==> src/rtl/aes_round_sequencer_pkg.sv <==
// Shared types and defaults for the AES round-timing sequencer.
// The round count comes from the NUM_ROUNDS macro and falls back to 10 (AES-128).
`ifndef NUM_ROUNDS
`define NUM_ROUNDS 10
`endif

package AESDefinitions;

    localparam int AES_NUM_ROUNDS = `NUM_ROUNDS;

    typedef enum logic [2:0] {
        IDLE   = 3'd0,
        INIT   = 3'd1,
        ROUNDS = 3'd2,
        FINAL  = 3'd3,
        DONE   = 3'd4
    } seq_state_t;

    typedef enum logic [1:0] {
        RT_NONE    = 2'd0,
        RT_INITIAL = 2'd1,
        RT_MIDDLE  = 2'd2,
        RT_FINAL   = 2'd3
    } round_type_t;

endpackage

==> src/rtl/aes_round_sequencer_index_counter.sv <==
// Round index counter: synchronous clear and increment, saturating at MAX_VALUE.
// count_next exposes the value the counter will load, so dependent registers can stay in step with it.
module aes_round_index_counter #(
    parameter int IDX_WIDTH = 4,
    parameter int MAX_VALUE = 10
) (
    input  logic                 clock,
    input  logic                 reset,
    input  logic                 clear,
    input  logic                 incr,
    output logic [IDX_WIDTH-1:0] count,
    output logic [IDX_WIDTH-1:0] count_next
);

    localparam logic [IDX_WIDTH-1:0] MAX_IDX = IDX_WIDTH'(MAX_VALUE);

    logic [IDX_WIDTH-1:0] count_q;
    logic [IDX_WIDTH-1:0] count_d;

    always_comb begin
        count_d = count_q;
        if (clear) begin
            count_d = '0;
        end else if (incr && (count_q != MAX_IDX)) begin
            count_d = count_q + IDX_WIDTH'(1);
        end
    end

    always_ff @(posedge clock) begin
        if (reset) begin
            count_q <= '0;
        end else begin
            count_q <= count_d;
        end
    end

    assign count      = count_q;
    assign count_next = count_d;

endmodule

==> src/rtl/aes_round_sequencer.sv <==
// Issuing side of the AES round-timing interface: one block per start handshake, done handshake at the end.
// Optional feature macro ROUND_SEQ_ABORT_EN adds an abort input that cancels a block in flight.
module aes_round_sequencer
    import AESDefinitions::*;
#(
    parameter int NUM_ROUNDS = AES_NUM_ROUNDS,
    parameter int IDX_WIDTH  = $clog2(NUM_ROUNDS + 1)
) (
    input  logic                 clock,
    input  logic                 reset,
    input  logic                 start_valid,
    output logic                 start_ready,
    input  logic                 decrypt,
    output logic                 round_en,
    output round_type_t          round_type,
    output logic [IDX_WIDTH-1:0] round_idx,
    output logic [IDX_WIDTH-1:0] key_idx,
    output logic                 busy,
    output logic                 done_valid,
    input  logic                 done_ready
`ifdef ROUND_SEQ_ABORT_EN
    ,
    input  logic                 abort
`endif
);

    if (NUM_ROUNDS < 2) begin : g_bad_rounds
        $error("aes_round_sequencer: NUM_ROUNDS must be at least 2");
    end

    localparam logic [IDX_WIDTH-1:0] NR_IDX          = IDX_WIDTH'(NUM_ROUNDS);
    localparam logic [IDX_WIDTH-1:0] LAST_MIDDLE_IDX = IDX_WIDTH'(NUM_ROUNDS - 1);

    seq_state_t           state_q, state_d;
    logic                 dir_q, dir_d;
    logic                 round_en_q, round_en_d;
    round_type_t          round_type_q, round_type_d;
    logic [IDX_WIDTH-1:0] key_idx_q, key_idx_d;
    logic                 busy_q, busy_d;
    logic                 done_valid_q, done_valid_d;

    logic                 cnt_clear;
    logic                 cnt_incr;
    logic [IDX_WIDTH-1:0] cnt_value;
    logic [IDX_WIDTH-1:0] cnt_next;
    logic                 abort_req;

`ifdef ROUND_SEQ_ABORT_EN
    assign abort_req = abort;
`else
    assign abort_req = 1'b0;
`endif

    // An abort request in IDLE blocks new work, so the start handshake is held off as well.
    assign start_ready = (state_q == IDLE) && !reset && !abort_req;

    aes_round_index_counter #(
        .IDX_WIDTH (IDX_WIDTH),
        .MAX_VALUE (NUM_ROUNDS)
    ) u_round_counter (
        .clock      (clock),
        .reset      (reset),
        .clear      (cnt_clear),
        .incr       (cnt_incr),
        .count      (cnt_value),
        .count_next (cnt_next)
    );

    always_comb begin
        state_d   = state_q;
        dir_d     = dir_q;
        cnt_clear = 1'b0;
        cnt_incr  = 1'b0;

        case (state_q)
            IDLE: begin
                if (start_valid && start_ready) begin
                    state_d   = INIT;
                    dir_d     = decrypt;
                    cnt_clear = 1'b1;
                end
            end
            INIT: begin
                state_d  = ROUNDS;
                cnt_incr = 1'b1;
            end
            ROUNDS: begin
                cnt_incr = 1'b1;
                if (cnt_value == LAST_MIDDLE_IDX) begin
                    state_d = FINAL;
                end
            end
            FINAL: begin
                state_d = DONE;
            end
            DONE: begin
                if (done_ready) begin
                    state_d = IDLE;
                end
            end
            default: begin
                state_d = IDLE;
            end
        endcase

        // A cancelled block leaves every output at its reset value, including the direction.
        if (abort_req && ((state_q == INIT) || (state_q == ROUNDS) || (state_q == FINAL))) begin
            state_d   = IDLE;
            dir_d     = 1'b0;
            cnt_clear = 1'b1;
            cnt_incr  = 1'b0;
        end

        round_en_d   = (state_d == INIT) || (state_d == ROUNDS) || (state_d == FINAL);
        busy_d       = (state_d != IDLE);
        done_valid_d = (state_d == DONE);
        key_idx_d    = dir_d ? (NR_IDX - cnt_next) : cnt_next;

        case (state_d)
            INIT:    round_type_d = RT_INITIAL;
            ROUNDS:  round_type_d = RT_MIDDLE;
            FINAL:   round_type_d = RT_FINAL;
            default: round_type_d = RT_NONE;
        endcase
    end

    always_ff @(posedge clock) begin
        if (reset) begin
            state_q      <= IDLE;
            dir_q        <= 1'b0;
            round_en_q   <= 1'b0;
            round_type_q <= RT_NONE;
            key_idx_q    <= '0;
            busy_q       <= 1'b0;
            done_valid_q <= 1'b0;
        end else begin
            state_q      <= state_d;
            dir_q        <= dir_d;
            round_en_q   <= round_en_d;
            round_type_q <= round_type_d;
            key_idx_q    <= key_idx_d;
            busy_q       <= busy_d;
            done_valid_q <= done_valid_d;
        end
    end

    assign round_en   = round_en_q;
    assign round_type = round_type_q;
    assign round_idx  = cnt_value;
    assign key_idx    = key_idx_q;
    assign busy       = busy_q;
    assign done_valid = done_valid_q;

endmodule

==> config.mk <==
export PLATFORM = sky130hd
export DESIGN_NAME = aes_round_sequencer
export DESIGN_NICKNAME = d
export VERILOG_FILES = /design/src/rtl/aes_round_sequencer_pkg.sv /design/src/rtl/aes_round_sequencer_index_counter.sv /design/src/rtl/aes_round_sequencer.sv
export SDC_FILE = /design/constraint.sdc
export NUM_CORES = 1
export LEC_CHECK = 0
export BUFFER_PORTS_ARGS = -buffer_cell sky130_fd_sc_hd__buf_2
export CAP_MARGIN = 15
export CORE_ASPECT_RATIO = 0.9
export CORE_MARGIN = 8
export CORE_UTILIZATION = 50
export DETAILED_ROUTE_END_ITERATION = 10
export PLACE_DENSITY = 0.75
export SLEW_MARGIN = 20
export SYNTH_ARGS = -nofsm -noshare
export SYNTH_HDL_FRONTEND = slang
export SYNTH_HIERARCHICAL = 1
export SYNTH_SLANG_ARGS = --single-unit
==> constraint.sdc <==
create_clock -name clock -period 2.32 [get_ports clock]
set_input_delay 0.116 -clock clock [delete_from_list [all_inputs] [get_ports clock]]
set_output_delay 0.116 -clock clock [all_outputs]
set_load 0.02 [all_outputs]
---- Word level (Yosys, flattened, before mapping) ----
Index checks and enable logic that the tools add are counted.
operators by class
  add/subtract/negate cells ............... 2
  equality and inequality tests ........... 10
  reduce and logical (&&, ||, !) cells .... 9
  multiplexer cells ....................... 13
operators by type and width
  cell                   number
  $pmux W3 S5            1
  $eq A3 B2 Y1 const B   4
  $mux W4                3
  $mux W3                3
  $eq A3 B1 Y1 const B   2
  $eq A3 B3 Y1 const B   2
  $pmux W2 S3            1
  $mux W1                5
  $add A4 B1 Y4 const B  1
  $eq A4 B4 Y1 const B   1
  $ne A4 B4 Y1 const B   1
  $sub A4 B4 Y4 const A  1
  $logic_and A1 B1 Y1    3
  $logic_not A3 Y1       1
  $reduce_bool A3 Y1     1
  $logic_or A1 B1 Y1     2
  $reduce_or A2 Y1       1
  $logic_not A1 Y1       1
storage, ports and cells
  flip-flop bits (word level) ............. 17
  output and inout port bits .............. 14

---- Logic depth before layout (Yosys ltp) ----
  depth in word-level cells ............... 8
  depth in mapped cells ................... 9

---- By module ----
The synthesis kept the hierarchy.
by module, submodules not included
  module                   times used  cells an instance  area each (um^2)
  aes_round_sequencer      1           50                 526.8
  aes_round_index_counter  1           31                 277.8

---- Least setup slack after synthesis ----
No wires, ideal clock.
  path type ............................... reg2reg
  from .................................... reg state_q[2]
  to ...................................... reg key_idx_q[2] (netlist: key_idx[2])
  clock period less this slack ............ 2127 ps
  data arrival time ....................... 2005 ps
  setup slack ............................. 193 ps
  required time ........................... 2199 ps
  setup time .............................. 121 ps
  stages on the path, launching flop included .. 9
  path through ............................ dfxtp_1 nor4_4 nand2_1 inv_1 buf_1 nor2_1 ha_1 o21a_1 mux2_4
between the ends
  word-level cells in the longest chain between the ends .. 8
  elaborated cells on any way between the ends .. 16
  classes of those cells .................. add/sub: 1; eq/ne: 2; mux: 8; reduce/logical: 5
ends and longest elaborated chain
  what                      RTL line                                 text
  start: declaration        aes_round_sequencer.sv:34                seq_state_t state_q, state_d;
  start signal: assignment  aes_round_sequencer.sv:137               state_q <= state_d;
  $logic_not A3 Y1          aes_round_sequencer.sv:55                assign start_ready = (state_q == IDLE) && !reset && !abort_req;
  $logic_and A1 B1 Y1       aes_round_sequencer.sv:55
  net start_ready           aes_round_sequencer.sv:12                output logic start_ready,
  $logic_and A1 B1 Y1       aes_round_sequencer.sv:77                if (start_valid && start_ready) begin
  $mux W1                   aes_round_sequencer.sv:77
  $mux W1                   aes_round_sequencer.sv:75                case (state_q)
  net cnt_clear             aes_round_sequencer.sv:42                logic cnt_clear;
  $mux W4                   aes_round_sequencer_index_counter.sv:22  if (clear) begin
  net cnt_next[0]           aes_round_sequencer.sv:45                logic [IDX_WIDTH-1:0] cnt_next;
  $sub A4 B4 Y4             aes_round_sequencer.sv:117               key_idx_d = dir_d ? (NR_IDX - cnt_next) : cnt_next;
  $mux W4                   aes_round_sequencer.sv:117
  end signal: assignment    aes_round_sequencer.sv:141               key_idx_q <= key_idx_d;
  end: declaration          aes_round_sequencer.sv:38                logic [IDX_WIDTH-1:0] key_idx_q, key_idx_d;
The timed path passes the listed nets, and every way through them passes these cells.
A chain may end at the register's enable or synchronous reset.

---- Worst setup path after layout ----
  from .................................... reg state_q[1]
  to ...................................... reg key_idx_q[2] (netlist: key_idx[2])
between the ends
  word-level cells in the longest chain between the ends .. 8
  elaborated cells on any way between the ends .. 16
  classes of those cells .................. add/sub: 1; eq/ne: 2; mux: 8; reduce/logical: 5
ends and longest elaborated chain
  what                                                 RTL line                                 text
  $eq A3 B1 Y1 / $eq A3 B2 Y1 (equally long branches)  aes_round_sequencer.sv:75
  $reduce_or A2 Y1 (no source line) (*)                n/a
  $mux W1 (*)                                          aes_round_sequencer.sv:75
  net cnt_incr                                         aes_round_sequencer.sv:43                logic cnt_incr;
  $logic_and A1 B1 Y1 (*)                              aes_round_sequencer_index_counter.sv:24  end else if (incr && (count_q != MAX_IDX)) begin
  $mux W4 (*)                                          aes_round_sequencer_index_counter.sv:24
  $mux W4 (*)                                          aes_round_sequencer_index_counter.sv:22
  net cnt_next[1]                                      aes_round_sequencer.sv:45
  $sub A4 B4 Y4 (*)                                    aes_round_sequencer.sv:117
  $mux W4 (*)                                          aes_round_sequencer.sv:117
The timed path passes the listed nets; every way through them passes the cells marked *.

==> summary.txt <==
Logic synthesis
  • Syn Area/Cell: approximately 9.9 µm²
  • Post-synth ARST share: 0%
  • Area share of the largest cell type after synthesis: 42.30%
  • Post-synthesis adder-cell area fraction: 4.666%
  • Sequential cell area fraction in the yosys report: around 42%
  • Post-synth EDFFs: 0
  • Main synth FF type: dfxtp_1
  • Synthesized net count: 89
  • Largest family of logic cells by synthesized area: simple AND/OR/NAND/NOR gates
  • Synth Register Bits: 17
  • Synth Area in XOR/XNOR: approximately 2.2%
  • Ranking of synthesized cells by area: dfxtp_1, ha_1, nor2_1
  • Warnings from Yosys: 6
  • Post-synthesis mux area share: 3.733%
  • Compound-cell area share of the yosys netlist: 14.15%
  • Simple-Gate Fraction of Synth Area: 30.64%
  • Cells after synthesis: 81
  • Post-synthesis cell type count: 34
  • Mapped Area: 804.5 µm²
  • Post-synthesis cell type with the largest combined area: dfxtp_1

Final layout
  • Design area: around 940 µm²
  • Layout Area Growth over Synthesis: 16.95%
  • Fillers: 142
  • Most frequent cells in the layout: buf_2, dfxtp_1, nor2_1
  • Commonest non-fill, non-tap cell in the layout: buf_2
  • Fin cells: 123
  • Ant. Diodes: 0
  • # nets final: 110
  • Share of layout cells above drive strength 1: 34.65%

GRT
  • First-pass GRT wire length: around 2.7 mm
  • Antenna violations before repair: 0
  • Largest net degree at the start of global routing: 20
  • Total gr overflow: 0
  • Vias in the first global route: 615
  • GRT Total Usage: 11.19%

Worst setup path
  • Crit Path Class: flip-flop to flip-flop
  • Crit-path leading delay family: simple AND/OR/NAND/NOR gates
  • CP startpoint kind: flip-flop
  • Worst Setup EP: key_idx[2]
  • Slowest-stage cell, CP: dfxtp_1
  • R2R depth: 8
  • Worst path max stage delay: 470 ps
  • Levels on crit path: 8
  • Crit path DAT: ~2300 ps
  • Crit path max fanout: 7
  • Crit-path cells: xnor2_1 > nor2_1 > nor2b_2 > a211oi_2 > nor2_1 > ha_1 > o21a_1 > mux2_4
  • R2R Path Start: state_q[1]
  • Reg2reg end: key_idx[2]
  • Crit path capture type: flip-flop
  • CP most frequent cell: nor2_1
  • Buf/Inv on CP: 0
  • Reg2Reg Setup Slack: 170 ps
  • Worst setup path startpoint: state_q[1]
  • WP data required: 2510 ps

Flow run
  • Max Cap Viol: 0

Detailed routing
  • Vias per std cell: between 5 and 6
  • Routed len/inst: 13.06 µm
  • Drt pass-1 iters: 4
  • Final ANT Viol Nets: 0
  • Final wirelength: 1.606 mm
  • DRT iter0 DRCs: 11
  • Post-route DRC: 0
  • DR vias: 644

Timing
  • Final worst slack: between 150 and 200 ps
  • Fin crit share: between 90 and 100%
  • Slew Limit Headroom: between 70% and 80%
  • RSZ-0062 raised after global routing: false
  • Hold Slack: 116.9 ps
  • Fin Clk Skew: 5.346 ps
  • Post-layout minimum cycle time: 2155 ps
  • Final TNS setup: 0 ps
  • Final setup vio count: 0
  • Max Slew Vio Count: 0
  • Actual slew at the worst max-slew pin: 369.2 ps
  • Final hold viol count: 0
  • Fmax: 0.4641 GHz

Clocking
  • Clock sink count: 17
  • Setup Buffers After CTS: 0
  • CTS buffer count: 3
  • CTS root buf: clkbuf_4
  • Resized Gates After CTS: 0
  • # H-tree levels: 1
  • CTS Hold Bufs: 0
  • Worst-path clk slew: 100 ps
  • Clk_lat worst skew: slightly below 300 ps
  • Clock buffer depth: 2
  • CTS tree: done

Pwr
  • Pwr dens: 594.2 mW/mm²
  • Static Leakage: about 0.42 nW
  • Peak supply drop: roughly 0.00047 V

Die
  • Die width: 58.28 µm
  • Die Ht: 54.06 µm
  • Die ar.: 0.003150 mm²
  • Boundary Pins: 19
  • Core Rows: 13
  • Initial Util: 54.35%
  • Core area: 0.001480 mm²

Placed design
  • Placed cells: 119
  • Gpl congestion: 0.7381
  • DPL Wire Length: 1.261 mm
  • Dpl cell area: 914.6 µm²
  • PortBufs: 18
  • Setup slack at placement: 210.4 ps

Min path
  • Path type of the worst min-delay path: input pin to flip-flop

Outcome
  • Status: finished clean
## cell families after synthesis
| family | count (synthesis) |
|---|---|
| and+or+nand+nor | 37 |
| DFF | 17 |
| AOI/OAI and AO/OA | 15 |
| buffers and inverters | 5 |
| adders and majority gates | 3 |
| xor gates and xnor gates | 2 |
| muxes | 2 |
## per-layer routing
layer	part of all wire (%)	wire length (µm)	track usage, %	up-vias
met5	0	0	0	-
met3	5.4	87	4.988	2
li1	-	-	-	329
met4	0.81	13	3.659	0
met1	46	736	11.83	299
met2	48	768	19.78	14
## cell usage after synthesis, drive strengths merged, types with 2 or more instances
master,count
dfxtp,17
nor2,9
a21oi,6
nor2b,6
nor3,6
ha,3
inv,3
a211oi,2
a21boi,2
and4b,2
mux2,2
nand2,2
nand3b,2
nand4,2
o21ai,2
## sequential cells by signal, summed over array words and instances, names as in the netlist
signal	cells
state_q	3
round_type	2
dir_q	1
u_round_counter/count	4
busy	1
round_en	1
key_idx	4
done_valid	1
## final cells by class
class / instances / area, µm² / share of cell area (%)
inverter: 3 / 11.26 / 1.197
clock buffer: 4 / 26.28 / 2.793
tap: 22 / 27.53 / 2.926
multi-input combinational: 59 / 445.4 / 47.34
sequential: 17 / 340.3 / 36.17
timing repair buffer: 18 / 90.09 / 9.574
## through the flow
stage          util (%)  power, mW
3_5_place_dp      61.79     0.4106
6_report          63.57     0.5591
3_3_place_gp      61.79     0.4076
5_1_grt           63.57     0.5946
4_1_cts           63.57     0.5659
2_1_floorplan         -     0.3829
## worst min-delay path by stage
stage / start / to / slack (ps) / cells after the start
after floorplan: reset / u_round_counter/count[3] / 190 / 1
after global placement: done_ready / done_valid / 420 / 3
after detailed placement: done_ready / done_valid / 430 / 3
after CTS: done_ready / done_valid / 120 / 3
after global routing: done_ready / done_valid / 130 / 3
final: done_ready / done_valid / 120 / 3
## tightest hold or removal path, cell delays in order
cell and delay (ps):
buf_2 80, or4b_1 110, a21oi_1 60
## report_power, final
group	internal (mW)	switching (mW)	total, mW
clock network	0.0669	0.0892	0.156
logic	0.0356	0.0531	0.0887
registers	0.305	0.00907	0.314
total	0.408	0.151	0.559
(Power assumes the default switching activity.)
